[src/rtl/stim_scheduler_pkg.sv]
// Shared types and helpers for the stimulation scheduler: state encoding,
// counter width helper and history popcount.
package stim_pkg;

    localparam int unsigned STATE_W     = 3;
    localparam int unsigned TRAIN_CNT_W = 16;

    typedef enum logic [STATE_W-1:0] {
        WARMUP  = 3'd0,
        IDLE    = 3'd1,
        STIM_HI = 3'd2,
        STIM_LO = 3'd3,
        REFRACT = 3'd4
    } state_e;

    // Bits needed to hold the values 0..max_val (at least one bit).
    function automatic int unsigned width_for(input int unsigned max_val);
        return (max_val == 0) ? 1 : $clog2(max_val + 1);
    endfunction

    function automatic logic [3:0] popcount8(input logic [7:0] v);
        logic [3:0] n;
        n = '0;
        for (int unsigned i = 0; i < 8; i++) begin
            n = n + {3'b000, v[i]};
        end
        return n;
    endfunction

endpackage

[src/rtl/stim_scheduler_pulse_train_gen.sv]
// Pulse train sequencer: NUM_PULSES pulses of PULSE_HI high / PULSE_LO low cycles.
// pulse_o is the pulse level for the next cycle; done_o flags the final low cycle.
module pulse_train_gen
    import stim_pkg::*;
#(
    parameter int unsigned PULSE_HI   = 4,
    parameter int unsigned PULSE_LO   = 6,
    parameter int unsigned NUM_PULSES = 3
) (
    input  logic clk_i,
    input  logic rst_i,
    input  logic start_i,
    input  logic abort_i,
    output logic pulse_o,
    output logic done_o
);

    localparam int unsigned CW = width_for((PULSE_HI > PULSE_LO) ? PULSE_HI : PULSE_LO);
    localparam int unsigned PW = width_for(NUM_PULSES);
    localparam logic [CW-1:0] HI_LAST  = CW'(PULSE_HI - 1);
    localparam logic [CW-1:0] LO_LAST  = CW'(PULSE_LO - 1);
    localparam logic [PW-1:0] PLS_LAST = PW'(NUM_PULSES);

    logic          active_q, active_d;
    logic          hi_q, hi_d;
    logic [CW-1:0] cyc_q, cyc_d;
    logic [PW-1:0] pls_q, pls_d;

    always_ff @(posedge clk_i or posedge rst_i) begin
        if (rst_i) begin
            active_q <= 1'b0;
            hi_q     <= 1'b0;
            cyc_q    <= '0;
            pls_q    <= '0;
        end else begin
            active_q <= active_d;
            hi_q     <= hi_d;
            cyc_q    <= cyc_d;
            pls_q    <= pls_d;
        end
    end

    always_comb begin
        active_d = active_q;
        hi_d     = hi_q;
        cyc_d    = cyc_q;
        pls_d    = pls_q;
        done_o   = 1'b0;
        if (abort_i) begin
            active_d = 1'b0;
            hi_d     = 1'b0;
            cyc_d    = '0;
        end else if (start_i) begin
            active_d = 1'b1;
            hi_d     = 1'b1;
            cyc_d    = '0;
            pls_d    = PW'(1);
        end else if (active_q) begin
            if (hi_q) begin
                if (cyc_q == HI_LAST) begin
                    hi_d  = 1'b0;
                    cyc_d = '0;
                end else begin
                    cyc_d = cyc_q + 1'b1;
                end
            end else if (cyc_q == LO_LAST) begin
                cyc_d = '0;
                if (pls_q < PLS_LAST) begin
                    pls_d = pls_q + 1'b1;
                    hi_d  = 1'b1;
                end else begin
                    active_d = 1'b0;
                    done_o   = 1'b1;
                end
            end else begin
                cyc_d = cyc_q + 1'b1;
            end
        end
        pulse_o = active_d & hi_d;
    end

endmodule

[src/rtl/stim_scheduler.sv]
// Closed-loop stimulation controller: K-of-M window vote after a warm-up,
// then a pulse train followed by a refractory period. en is active-low.
module stim_scheduler
    import stim_pkg::*;
#(
    parameter int unsigned SUM_W       = 12,
    parameter int          THRESHOLD   = 300,
    parameter int unsigned M_WIN       = 4,
    parameter int unsigned K_HITS      = 3,
    parameter int unsigned WARMUP_WIN  = 8,
    parameter int unsigned PULSE_HI    = 4,
    parameter int unsigned PULSE_LO    = 6,
    parameter int unsigned NUM_PULSES  = 3,
    parameter int unsigned REFRACT_WIN = 5
) (
    input  logic                   clk,
    input  logic                   rst,
    input  logic                   en,
    input  logic                   win_valid,
    input  logic [SUM_W-1:0]       ws_in,
    output logic                   stimulation,
    output logic                   busy,
    output logic [STATE_W-1:0]     state_out,
    output logic [3:0]             hit_count,
    output logic [TRAIN_CNT_W-1:0] train_count
);

    localparam int unsigned WCW = width_for((WARMUP_WIN > REFRACT_WIN) ? WARMUP_WIN : REFRACT_WIN);
    localparam logic [WCW-1:0] WARM_LAST = WCW'((WARMUP_WIN  == 0) ? 0 : WARMUP_WIN  - 1);
    localparam logic [WCW-1:0] REFR_LAST = WCW'((REFRACT_WIN == 0) ? 0 : REFRACT_WIN - 1);
    localparam logic signed [SUM_W-1:0] THR = SUM_W'(THRESHOLD);

    state_e                 state_q, state_d;
    logic [M_WIN-1:0]       hist_q, hist_d;
    logic [WCW-1:0]         win_q, win_d;
    logic [TRAIN_CNT_W-1:0] train_q, train_d;
    logic                   stim_q, busy_q;
    logic [3:0]             hitc_q;

    logic                   strobe;
    logic                   hit;
    logic [M_WIN-1:0]       hist_new;
    logic                   gen_start, gen_abort, gen_pulse, gen_done;

    pulse_train_gen #(
        .PULSE_HI   (PULSE_HI),
        .PULSE_LO   (PULSE_LO),
        .NUM_PULSES (NUM_PULSES)
    ) u_train (
        .clk_i   (clk),
        .rst_i   (rst),
        .start_i (gen_start),
        .abort_i (gen_abort),
        .pulse_o (gen_pulse),
        .done_o  (gen_done)
    );

    always_ff @(posedge clk or posedge rst) begin
        if (rst) begin
            state_q <= WARMUP;
            hist_q  <= '0;
            win_q   <= '0;
            train_q <= '0;
            stim_q  <= 1'b0;
            busy_q  <= 1'b0;
            hitc_q  <= '0;
        end else begin
            state_q <= state_d;
            hist_q  <= hist_d;
            win_q   <= win_d;
            train_q <= train_d;
            stim_q  <= (state_d == STIM_HI);
            busy_q  <= (state_d == STIM_HI) || (state_d == STIM_LO) || (state_d == REFRACT);
            hitc_q  <= popcount8(8'(hist_d));
        end
    end

    always_comb begin
        state_d   = state_q;
        hist_d    = hist_q;
        win_d     = win_q;
        train_d   = train_q;
        gen_start = 1'b0;
        gen_abort = 1'b0;
        strobe    = win_valid & ~en;
        hit       = $signed(ws_in) >= THR;
        hist_new  = M_WIN'({hist_q, hit});
        unique case (state_q)
            WARMUP: begin
                if (WARMUP_WIN == 0) begin
                    state_d = IDLE;
                end else if (strobe) begin
                    if (win_q == WARM_LAST) begin
                        state_d = IDLE;
                        win_d   = '0;
                    end else begin
                        win_d = win_q + 1'b1;
                    end
                end
            end
            IDLE: begin
                if (strobe) begin
                    if (popcount8(8'(hist_new)) >= 4'(K_HITS)) begin
                        state_d   = STIM_HI;
                        hist_d    = '0;
                        gen_start = 1'b1;
                        if (train_q != '1) train_d = train_q + 1'b1;
                    end else begin
                        hist_d = hist_new;
                    end
                end
            end
            STIM_HI, STIM_LO: begin
                // Phase tracks the generator's look-ahead level so stimulation stays registered.
                if (en) begin
                    gen_abort = 1'b1;
                    state_d   = REFRACT;
                    win_d     = '0;
                end else if (gen_done) begin
                    state_d = REFRACT;
                    win_d   = '0;
                end else begin
                    state_d = gen_pulse ? STIM_HI : STIM_LO;
                end
            end
            REFRACT: begin
                if (REFRACT_WIN == 0) begin
                    state_d = IDLE;
                    hist_d  = '0;
                end else if (strobe) begin
                    if (win_q == REFR_LAST) begin
                        state_d = IDLE;
                        win_d   = '0;
                        hist_d  = '0;
                    end else begin
                        win_d = win_q + 1'b1;
                    end
                end
            end
            default: begin
                state_d = WARMUP;
                win_d   = '0;
                hist_d  = '0;
            end
        endcase
    end

    assign stimulation = stim_q;
    assign busy        = busy_q;
    assign state_out   = state_q;
    assign hit_count   = hitc_q;
    assign train_count = train_q;

endmodule

[config.mk]
export PLATFORM = sky130hd
export DESIGN_NAME = stim_scheduler
export DESIGN_NICKNAME = d
export VERILOG_FILES = /design/src/rtl/stim_scheduler_pkg.sv /design/src/rtl/stim_scheduler_pulse_train_gen.sv /design/src/rtl/stim_scheduler.sv
export SDC_FILE = /design/constraint.sdc
export NUM_CORES = 1
export LEC_CHECK = 0
export ABC_AREA = 1
export CAP_MARGIN = 20
export CORE_MARGIN = 2
export CORE_UTILIZATION = 53
export DETAILED_ROUTE_END_ITERATION = 8
export HOLD_SLACK_MARGIN = 0.03
export PLACE_DENSITY = 0.77
export REMOVE_ABC_BUFFERS = 1
export SLEW_MARGIN = 20
export SYNTH_ARGS = -nofsm -noshare
export SYNTH_HDL_FRONTEND = slang
export SYNTH_SLANG_ARGS = --single-unit
export TNS_END_PERCENT = 10
[constraint.sdc]
create_clock -name clk -period 4.15 [get_ports clk]
set_clock_uncertainty 0.1 [all_clocks]
set_input_delay 1.0375 -clock clk [delete_from_list [all_inputs] [get_ports clk]]
set_output_delay 1.0375 -clock clk [all_outputs]
set_load 0.1 [all_outputs]
==> results by stage, run 1 <==
Outcome:
- The flow ran to the end, and the final reports show no timing, DRC or antenna violations.

Critical path:
- The worst reg2reg path endpoint is hit_count[1]$_DFF_PP0_.
- STA classifies the critical path endpoint as a register.
- The highest net fanout along the worst path is 3.
- The kind of critical path is in2reg.
- For the worst setup path, the data required time is 4.24 ns.
- For the worst setup path, the data arrival time is 4.14 ns.
- Setup slack on the worst reg-to-reg path comes out at 1.01 ns.
- The worst setup path is launched from a primary input.
- For the worst flop-to-flop path, the logic depth is 13.
- The startpoint identified for the worst register-to-register timing path is hist_q[0]$_DFF_PP0_.

Hold path:
- The path with the worst hold slack has its endpoint at u_train.pls_q[1]$_DFFE_PP0P_.
- The startpoint identified for the worst hold timing path is u_train.pls_q[1]$_DFFE_PP0P_.
- The depth of the worst hold-timing path is 2.
- The worst hold path belongs to the class reg2reg.

Timing:
- Final hold analysis gives a worst-case slack of 0.412 ns.
- The final-report hold violation count came to 0.
- Based on the critical path, the design can be clocked at up to 247 MHz.
- The worst-margin pin slew is 0.985 ns.
- The number of pins with negative max-slew slack in the final report came to 0.
- The number of setup violations in the final report is 0.
- The post-route clock period utilization is 97.4%.
- Measured against its own limit, the worst slew margin works out to 34.1%.
- The minimum clock period after layout is 4.04 ns.

Global route:
- The first global-routing pass estimated 8540 um of wire.
- The number of antenna violations at the first check in global routing was 0.
- The total routing usage reported by global routing is 21.2%.
- The number of global-route vias before repair came to 1964.
- The remaining global-route overflow is 0.
- The largest net degree at the start of global routing is 40.

Synth:
- Sequential elements use 40.6% of the synthesized area.
- The synthesized design spends more area on one cell type than any other, namely sky130_fd_sc_hd__dfrtp_1.
- Synthesis inferred 39 register bits.
- The mean cell area of the mapped netlist is 8.03 um^2.
- After synthesis, the cell types taking the most area are sky130_fd_sc_hd__dfrtp_1 41%, sky130_fd_sc_hd__nand2_1 11%, sky130_fd_sc_hd__ha_1 6.3%.
- The total number of yosys warnings is 0.
- The number of library cell types mapped by synthesis is 32.
- The gate count of the mapped netlist is 299.
- In this run the cell area of the synthesized design comes to 2400 um^2.
- The synthesized design devotes to its leading area cell type 40.6% of total area.

Die:
- The total I/O pin count is 41.
- The die is 71.3 um wide.
- The die is 71.3 um tall.
- The row count is 24.
- The die covers 5090 um^2.
- For this configuration, the core starts out at a cell density of 55.2%.
- The floorplan step defined a core boundary enclosing 4350 um^2.

Routing:
- After detailed routing, the number of remaining DRC violations is 0.
- The DRC marker count from the first detailed-route iteration is 108.
- The via count normalized by instance count is 5.20.
- The total routed wirelength is 5180 um.
- Once detail routing completed, the nets flagged for antenna violations numbered 0.
- The first TritonRoute pass finished after 4 iterations.
- Summing over every cut layer, the via total after detailed routing is 2113.
- In the final routed layout, each cell accounts on average for 12.8 um.

Cells and area:
- The count of placed standard cells in the final layout, fillers left out is 406.
- The number of antenna cells inserted is 0.
- The final cell area excluding filler cells is 3070 um^2.
- The synthesis-to-layout area growth is 27.9%.
- After the last flow step, the layout net total stands at 383.
- The fraction of final layout cells with drive strength greater than 1 is 18.9%.

Clock network:
- The H-tree depth is 2.
- For the worst-skew pair, the clock arrives at the later sink with an insertion delay of 0.30 ns.
- CTS saw 39 sinks.
- TritonCTS built the clock tree.
- The number of buffers created by CTS is 5.
- Counting along the longest clock path gives a buffer depth of 2.
- The clock slew seen by the registers of the worst setup and hold paths is 0.08 ns.
- The tree is rooted in a sky130_fd_sc_hd__clkbuf_8.
- Buffers inserted to repair hold after CTS numbered 0.

Power:
- The share of total power consumed by net switching is 52.3%.
- The net switching power is 0.00105 W.
- Across the VDD grid, the largest voltage drop is 0.000617 V.
- For this design the ratio of total power to cell area is 653 nW/um^2.
- In this run the static leakage power is 1.46 nW.
- The proportion of power drawn by combinational gates is 56.6%.
- The internal power component is 0.000958 W.
- The fraction of power consumed by the clock network is 12.5%.
- The sequential fraction of design power is 30.9%.

Placement:
- In this run the cell area measured after placement is 2890 um^2.
- The placed wire-length estimate is 3710 um.
- At the end of routability-driven placement, the weighted congestion stood at 0.819.
- The number of placed cells counting well taps is 395.
- The count of buffers from port buffering is 37.

Job:
- Across the run, the number of max-cap violations was 0.
worst max-delay path, stage by stage:
cell and delay [ns]:
sky130_fd_sc_hd__clkdlybuf4s50_1 0.49, sky130_fd_sc_hd__o21ai_2 0.06, sky130_fd_sc_hd__nand2_1 0.07, sky130_fd_sc_hd__nand2_1 0.06, sky130_fd_sc_hd__fa_1 0.49, sky130_fd_sc_hd__inv_1 0.06
sky130_fd_sc_hd__ha_4 0.16, sky130_fd_sc_hd__ha_4 0.23, sky130_fd_sc_hd__nand2_2 0.07, sky130_fd_sc_hd__nand2_2 0.08, sky130_fd_sc_hd__a21oi_4 0.16, sky130_fd_sc_hd__nand2_2 0.10
sky130_fd_sc_hd__o22ai_4 0.18, sky130_fd_sc_hd__fa_1 0.44, sky130_fd_sc_hd__ha_2 0.20, sky130_fd_sc_hd__ha_4 0.23
worst max-delay path by stage:
stage	depth (start not counted)	slack, ns	endpoint	start
final	16	0.11	hit_count[1]$_DFF_PP0_	ws_in[8]
after global routing	16	-0.02	hit_count[1]$_DFF_PP0_	ws_in[8]
after CTS	17	0.07	hit_count[1]$_DFF_PP0_	ws_in[7]
after detailed placement	18	-0.60	hit_count[1]$_DFF_PP0_	ws_in[3]
after global placement	18	-0.53	hit_count[1]$_DFF_PP0_	ws_in[3]
after floorplan	16	0.01	hit_count[1]$_DFF_PP0_	ws_in[6]
final cells by class:
class / instances / area (um^2)
clock inverters: 1 / 5.00
clock buffers: 7 / 76.3
repair buffers: 52 / 475
flip-flops and latches: 39 / 976
inverters: 41 / 154
multi-input cells: 214 / 1320
fillers: 361 / 1280
well taps: 52 / 65.1
registers in the layout (all words and copies together) (netlist names):
register          cells
u_train.pls_q         2
win_q                 4
u_train.cyc_q         3
u_train.hi_q          1
busy                  1
hit_count             3
hist_q                4
train_count          16
u_train.active_q      1
state_out             3
stimulation           1
metrics by stage:
stage	util [%]	setup WS (ns)	power (W)	TNS, ns
2_1_floorplan	-	0.0117	0.00143	0
3_3_place_gp	66.4	-0.533	0.00167	-1.32
3_5_place_dp	66.4	-0.602	0.00169	-1.56
4_1_cts	69.6	0.0711	0.00198	0
5_1_grt	70.5	-0.0186	0.00214	-0.0186
6_report	70.5	0.107	0.00201	0
layer usage:
| metal | vias up | GRT usage [%] | routed length, um |
|---|---|---|---|
| met3 | 8 | 5.49 | 235 |
| met1 | 993 | 26.3 | 2210 |
| met5 | - | 0 | 0 |
| li1 | 1069 | - | - |
| met2 | 43 | 35.1 | 2660 |
| met4 | 0 | 8.81 | 74 |
power groups by stage:
stage | clock network (W) | registers (W) | logic [W]
floorplan | 0 | 0.00102 | 0.000413
global placement | 0 | 0.000624 | 0.00104
detailed placement | 0 | 0.000625 | 0.00107
CTS | 0.000259 | 0.000620 | 0.00110
global route | 0.000274 | 0.000641 | 0.00123
finish | 0.000250 | 0.000620 | 0.00114
Yosys cell counts (all sizes together):
| master | number |
|---|---|
| or2 | 1 |
| buf | 4 |
| ha | 12 |
| inv | 41 |
| xnor2 | 2 |
| nand2 | 81 |
| nand3 | 23 |
| xor2 | 10 |
| a21boi | 1 |
| clkbuf | 1 |
| nor3 | 7 |
| a21oi | 5 |
| fa | 2 |
| o22ai | 3 |
| nor2 | 27 |
| nand4 | 9 |
| a31oi | 2 |
| o21a | 2 |
| dfrtp | 39 |
| o21ai | 26 |
| conb | 1 |
kinds of logic after synthesis:
logic type | share of synthesized area [%]
xor gates and xnor gates | 4.37
other | 0.156
DFF | 40.6
and+or+nand+nor | 28.8
buffers and inverters | 8.02
adders and majority gates | 7.92
AOI/OAI and AO/OA | 10.1
cells in the final DEF, fill, tap and decap left out, types with 2 or more instances in the layout:
cell type / n
sky130_fd_sc_hd__o21a_1: 2
sky130_fd_sc_hd__o22ai_1: 2
sky130_fd_sc_hd__dfrtp_1: 39
sky130_fd_sc_hd__xor2_1: 10
sky130_fd_sc_hd__inv_2: 7
sky130_fd_sc_hd__dlygate4sd2_1: 6
sky130_fd_sc_hd__nand2_1: 67
sky130_fd_sc_hd__a21oi_1: 4
sky130_fd_sc_hd__clkdlybuf4s50_1: 31
sky130_fd_sc_hd__clkbuf_8: 5
sky130_fd_sc_hd__buf_4: 15
sky130_fd_sc_hd__fa_1: 2
sky130_fd_sc_hd__a31oi_1: 2
sky130_fd_sc_hd__nor2_1: 25
sky130_fd_sc_hd__o21ai_0: 12
sky130_fd_sc_hd__clkbuf_1: 2
sky130_fd_sc_hd__ha_4: 3
sky130_fd_sc_hd__ha_1: 8
sky130_fd_sc_hd__nor2_4: 2
sky130_fd_sc_hd__o21ai_1: 3
sky130_fd_sc_hd__nand2_2: 13
sky130_fd_sc_hd__nand3_1: 21
sky130_fd_sc_hd__nor3_1: 5
sky130_fd_sc_hd__o21ai_2: 11
sky130_fd_sc_hd__inv_1: 34
sky130_fd_sc_hd__xnor2_1: 2
sky130_fd_sc_hd__nand4_1: 9
sky130_fd_sc_hd__nand3_2: 2
timing repair:
action / in CTS / in global routing
gates resized for setup: 18 / 6
buffers inserted: 2 / 1
pin swaps: 14 / 6
setup endpoints to repair: 3 / 3
No activity file was read; power rests on OpenSTA's default activity.
==> run 2: changes to the inputs <==
--- a/config.mk
+++ b/config.mk
@@ -8,10 +8,9 @@
 export ABC_AREA = 1
 export CAP_MARGIN = 20
 export CORE_MARGIN = 2
-export CORE_UTILIZATION = 53
+export CORE_UTILIZATION = 41
 export DETAILED_ROUTE_END_ITERATION = 8
-export HOLD_SLACK_MARGIN = 0.03
-export PLACE_DENSITY = 0.77
+export PLACE_DENSITY = 0.61
 export REMOVE_ABC_BUFFERS = 1
 export SLEW_MARGIN = 20
 export SYNTH_ARGS = -nofsm -noshare
==> run 2 against run 1 <==
Sequential cell count unchanged. Worst hold slack improved by 0.0046 ns. Combinational power decreased by 4%. Highest routed layer unchanged. Critical path type unchanged.
==> results by stage, run 2 (synthesis gave the netlist of run 1 again) <==
Timing:
- Dividing the final minimum period by the clock period gives 96.4%.
- The worst slew margin relative to its limit is 35.1%.
- Setup violations remaining at the end of the flow were counted as 0.
- The minimum clock period after layout is 4.00 ns.
- The setup slack after layout is 0.149 ns.
- The tightest hold path in the finished design has a slack of 0.417 ns.
- The worst-margin pin slew is 0.970 ns.
- The number of pins with negative max-slew slack in the final report came to 0.
- Setup repair after global routing left no endpoint under its margin.
- The timing-limited maximum frequency is 250 MHz.
- The final-report hold violation count is 0.

Hold path:
- The worst min-delay path category is reg2reg.

Die:
- The die is 80.5 um wide.
- The placeable core region is 5570 um^2.
- For this configuration, the core starts out at a cell density of 43.1%.
- The floorplan has 27 rows.
- The area of the die is 6490 um^2.
- From bottom edge to top edge, the die measures 80.5 um.
- For this design the top-level I/O count stands at 41.

Clock network:
- After clock tree synthesis, the clock-pin slew on the worst setup and hold paths is 0.08 ns.
- The number of clock sinks seen by CTS is 39.
- The number of clock buffers added by TritonCTS is 5.
- The hold buffer count at cts is 0.
- The tree is rooted in a sky130_fd_sc_hd__clkbuf_8.
- The CTS tree is built.
- At the later pin of the worst-skew pair, clock insertion delay measures 0.29 ns.
- The longest clock path from root to sink contains 2 buffers.
- In this run the number of H-tree levels came out at 2.

Critical path:
- The worst setup path is of the in2reg kind.
- The largest individual stage delay along the critical path comes from the cell sky130_fd_sc_hd__fa_1.
- For this run, the slowest stage of the critical path takes 0.44 ns.
- The worst setup path is captured at a register.
- The number of buffer and inverter instances along the worst setup path is 2.
- Of all nets on the critical path, the largest fanout is 3.
- Grouping stages by cell kind, the critical path spends the most delay in adder cells.
- Counting stages on the worst path, the most repeated cell is sky130_fd_sc_hd__nand2_2.
- For the worst setup path, the data required time is 4.24 ns.
- The sort of element at the start of the critical path is a primary input.
- The signal on the critical path passes through dlygate4sd2_1, or2_4, o21ai_2, nand2_2, nand2_2, fa_1, inv_1, ha_2, ha_4, nand2_2, nand2_2, a21oi_4, nand2_2, o22ai_4, fa_1, ha_2, ha_4.
- For the worst setup path, the data arrival time is 4.09 ns.

Placement:
- The pre-CTS worst setup slack is -0.578 ns.
- The placed wire-length estimate is 3770 um.
- The count of buffers from port buffering is 37.
- Once placement completed, the tool counted placed cells totaling 412.
- At the end of routability-driven placement, the weighted congestion stood at 0.857.

Routing:
- Before antenna repair, the detailed router went through 4 iterations.
- The routed length per instance is 11.9 um.
- The number of vias after detailed routing is 2074.
- The remaining routing DRC violations is 0.
- The routed design has 5020 um of wire.
- After detailed routing, the number of vias per cell comes to 4.90.
- The first routing iteration left 60 violations.
- The post-route antenna net violation count is 0.

Cells and area:
- The total number of nets in the final design is 380.
- The number of antenna cells inserted is 0.
- The flip-flop count of the largest register, all copies and words added is 16.
- Once layout is complete, the cells apart from fillers number 423.
- In the layout the commonest cells are 65 x sky130_fd_sc_hd__nand2_1, 39 x sky130_fd_sc_hd__dfrtp_1, 34 x sky130_fd_sc_hd__inv_1.
- The fraction of final layout cells with drive strength greater than 1 is 19.4%.
- The library cell used most frequently in the layout, excluding fill and tap cells, is sky130_fd_sc_hd__nand2_1.
- The synthesis-to-layout area growth is 28.5%.

Power:
- Across the VDD grid, the largest voltage drop is 0.000512 V.
- Dividing total power by cell area gives a power density of 641 nW/um^2.
- The static leakage power is 1.46 nW.
- The total power is 0.00198 W.

Global route:
- The number of global-route vias before repair is 1994.
- The number of antenna violations at the first check in global routing is 0.
- The remaining global-route overflow is 0.
- Global routing consumed, over all layers together, 17.4% of the routing resources.
- The largest net degree at the start of global routing is 40.
- The first global-routing pass estimated 8880 um of wire.

Outcome:
- The run finished with clean final reports.

Job:
- The total of max-cap violations is 0.
==> run 2: cell count changes in the layout (fill, tap and decap cells not counted) <==
cell and change:
sky130_fd_sc_hd__dlymetal6s2s_1 +1, sky130_fd_sc_hd__nand2_1 -2, sky130_fd_sc_hd__clkbuf_1 -2, sky130_fd_sc_hd__ha_2 +1, sky130_fd_sc_hd__nand2_2 +2, sky130_fd_sc_hd__ha_4 -1, sky130_fd_sc_hd__buf_4 -4, sky130_fd_sc_hd__clkdlybuf4s50_1 -1
sky130_fd_sc_hd__clkinv_2 +2, sky130_fd_sc_hd__buf_12 +1
==> run 2: area by class of cell <==
| cell class | instances | area (um^2) |
|---|---|---|
| sequential | 39 | 976 |
| inverter | 41 | 154 |
| fill | 551 | 2490 |
| clock buffer | 5 | 68.8 |
| clock inverter | 3 | 15.0 |
| timing repair buffer | 49 | 468 |
| multi-input combinational | 214 | 1320 |
| tap | 72 | 90.1 |
==> run 2: final timing paths <==
check	to	startpoint	slack, ns	depth (start not counted)
worst max-delay path	hit_count[1]$_DFF_PP0_	ws_in[7]	0.15	17
worst min-delay path	win_q[3]$_DFFE_PP0P_	win_q[3]$_DFFE_PP0P_	0.42	2
worst max register to register	hit_count[1]$_DFF_PP0_	hist_q[0]$_DFF_PP0_	1.07	13
worst min register to register	win_q[3]$_DFFE_PP0P_	win_q[3]$_DFFE_PP0P_	0.42	2
max in group asynchronous	train_count[0]$_DFFE_PP0P_	rst	2.54	3
min in group asynchronous	train_count[11]$_DFFE_PP0P_	rst	1.06	3
==> run 2: timing repair <==
item,in CTS,in global routing
endpoints found under the setup margin,3,2
pin swaps,14,5
resized for setup,18,8
cloned,0,0
buffers inserted,3,0
==> run 2: where the power goes <==
group	internal [W]	leakage, nW	switching, W	total [W]
Clock	0.000115	0.0477	0.000139	0.000254
Sequential	0.000498	0.495	0.000122	0.000620
Combinational	0.000330	0.915	0.000775	0.00110
==> run 2: metal layers <==
layer  wire length, um  vias to the layer above  part of all wire [%]  GRT usage, %
li1                  -                     1069                     -             -
met1              2330                      968                    46          23.1
met2              2480                       35                    49          28.5
met3               195                        2                   3.9          4.38
met4                15                        0                  0.30          3.90
met5                 0                        -                     0             0
==> run 2: through the flow <==
stage / setup TNS [ns] / area [um^2] / utilization [%]
finish: 0 / 3090 / 55.4
global route: 0 / 3090 / 55.4
CTS: 0 / 3050 / 54.8
detailed placement: -1.45 / 2900 / 52.1
global placement: -1.32 / 2900 / 52.1
floorplan: 0 / 2360 / -
==> run 2: worst reg2reg max path, delay by kind of cell (launching register included) <==
| kind | cells | cell delay (ns) |
|---|---|---|
| AND/OR/NAND/NOR | 3 | 0.23 |
| flip-flops | 1 | 0.33 |
| buffers and inverters | 2 | 0.14 |
| AO/OA/AOI/OAI | 2 | 0.33 |
| adder cells (fa/ha/maj) | 6 | 1.84 |
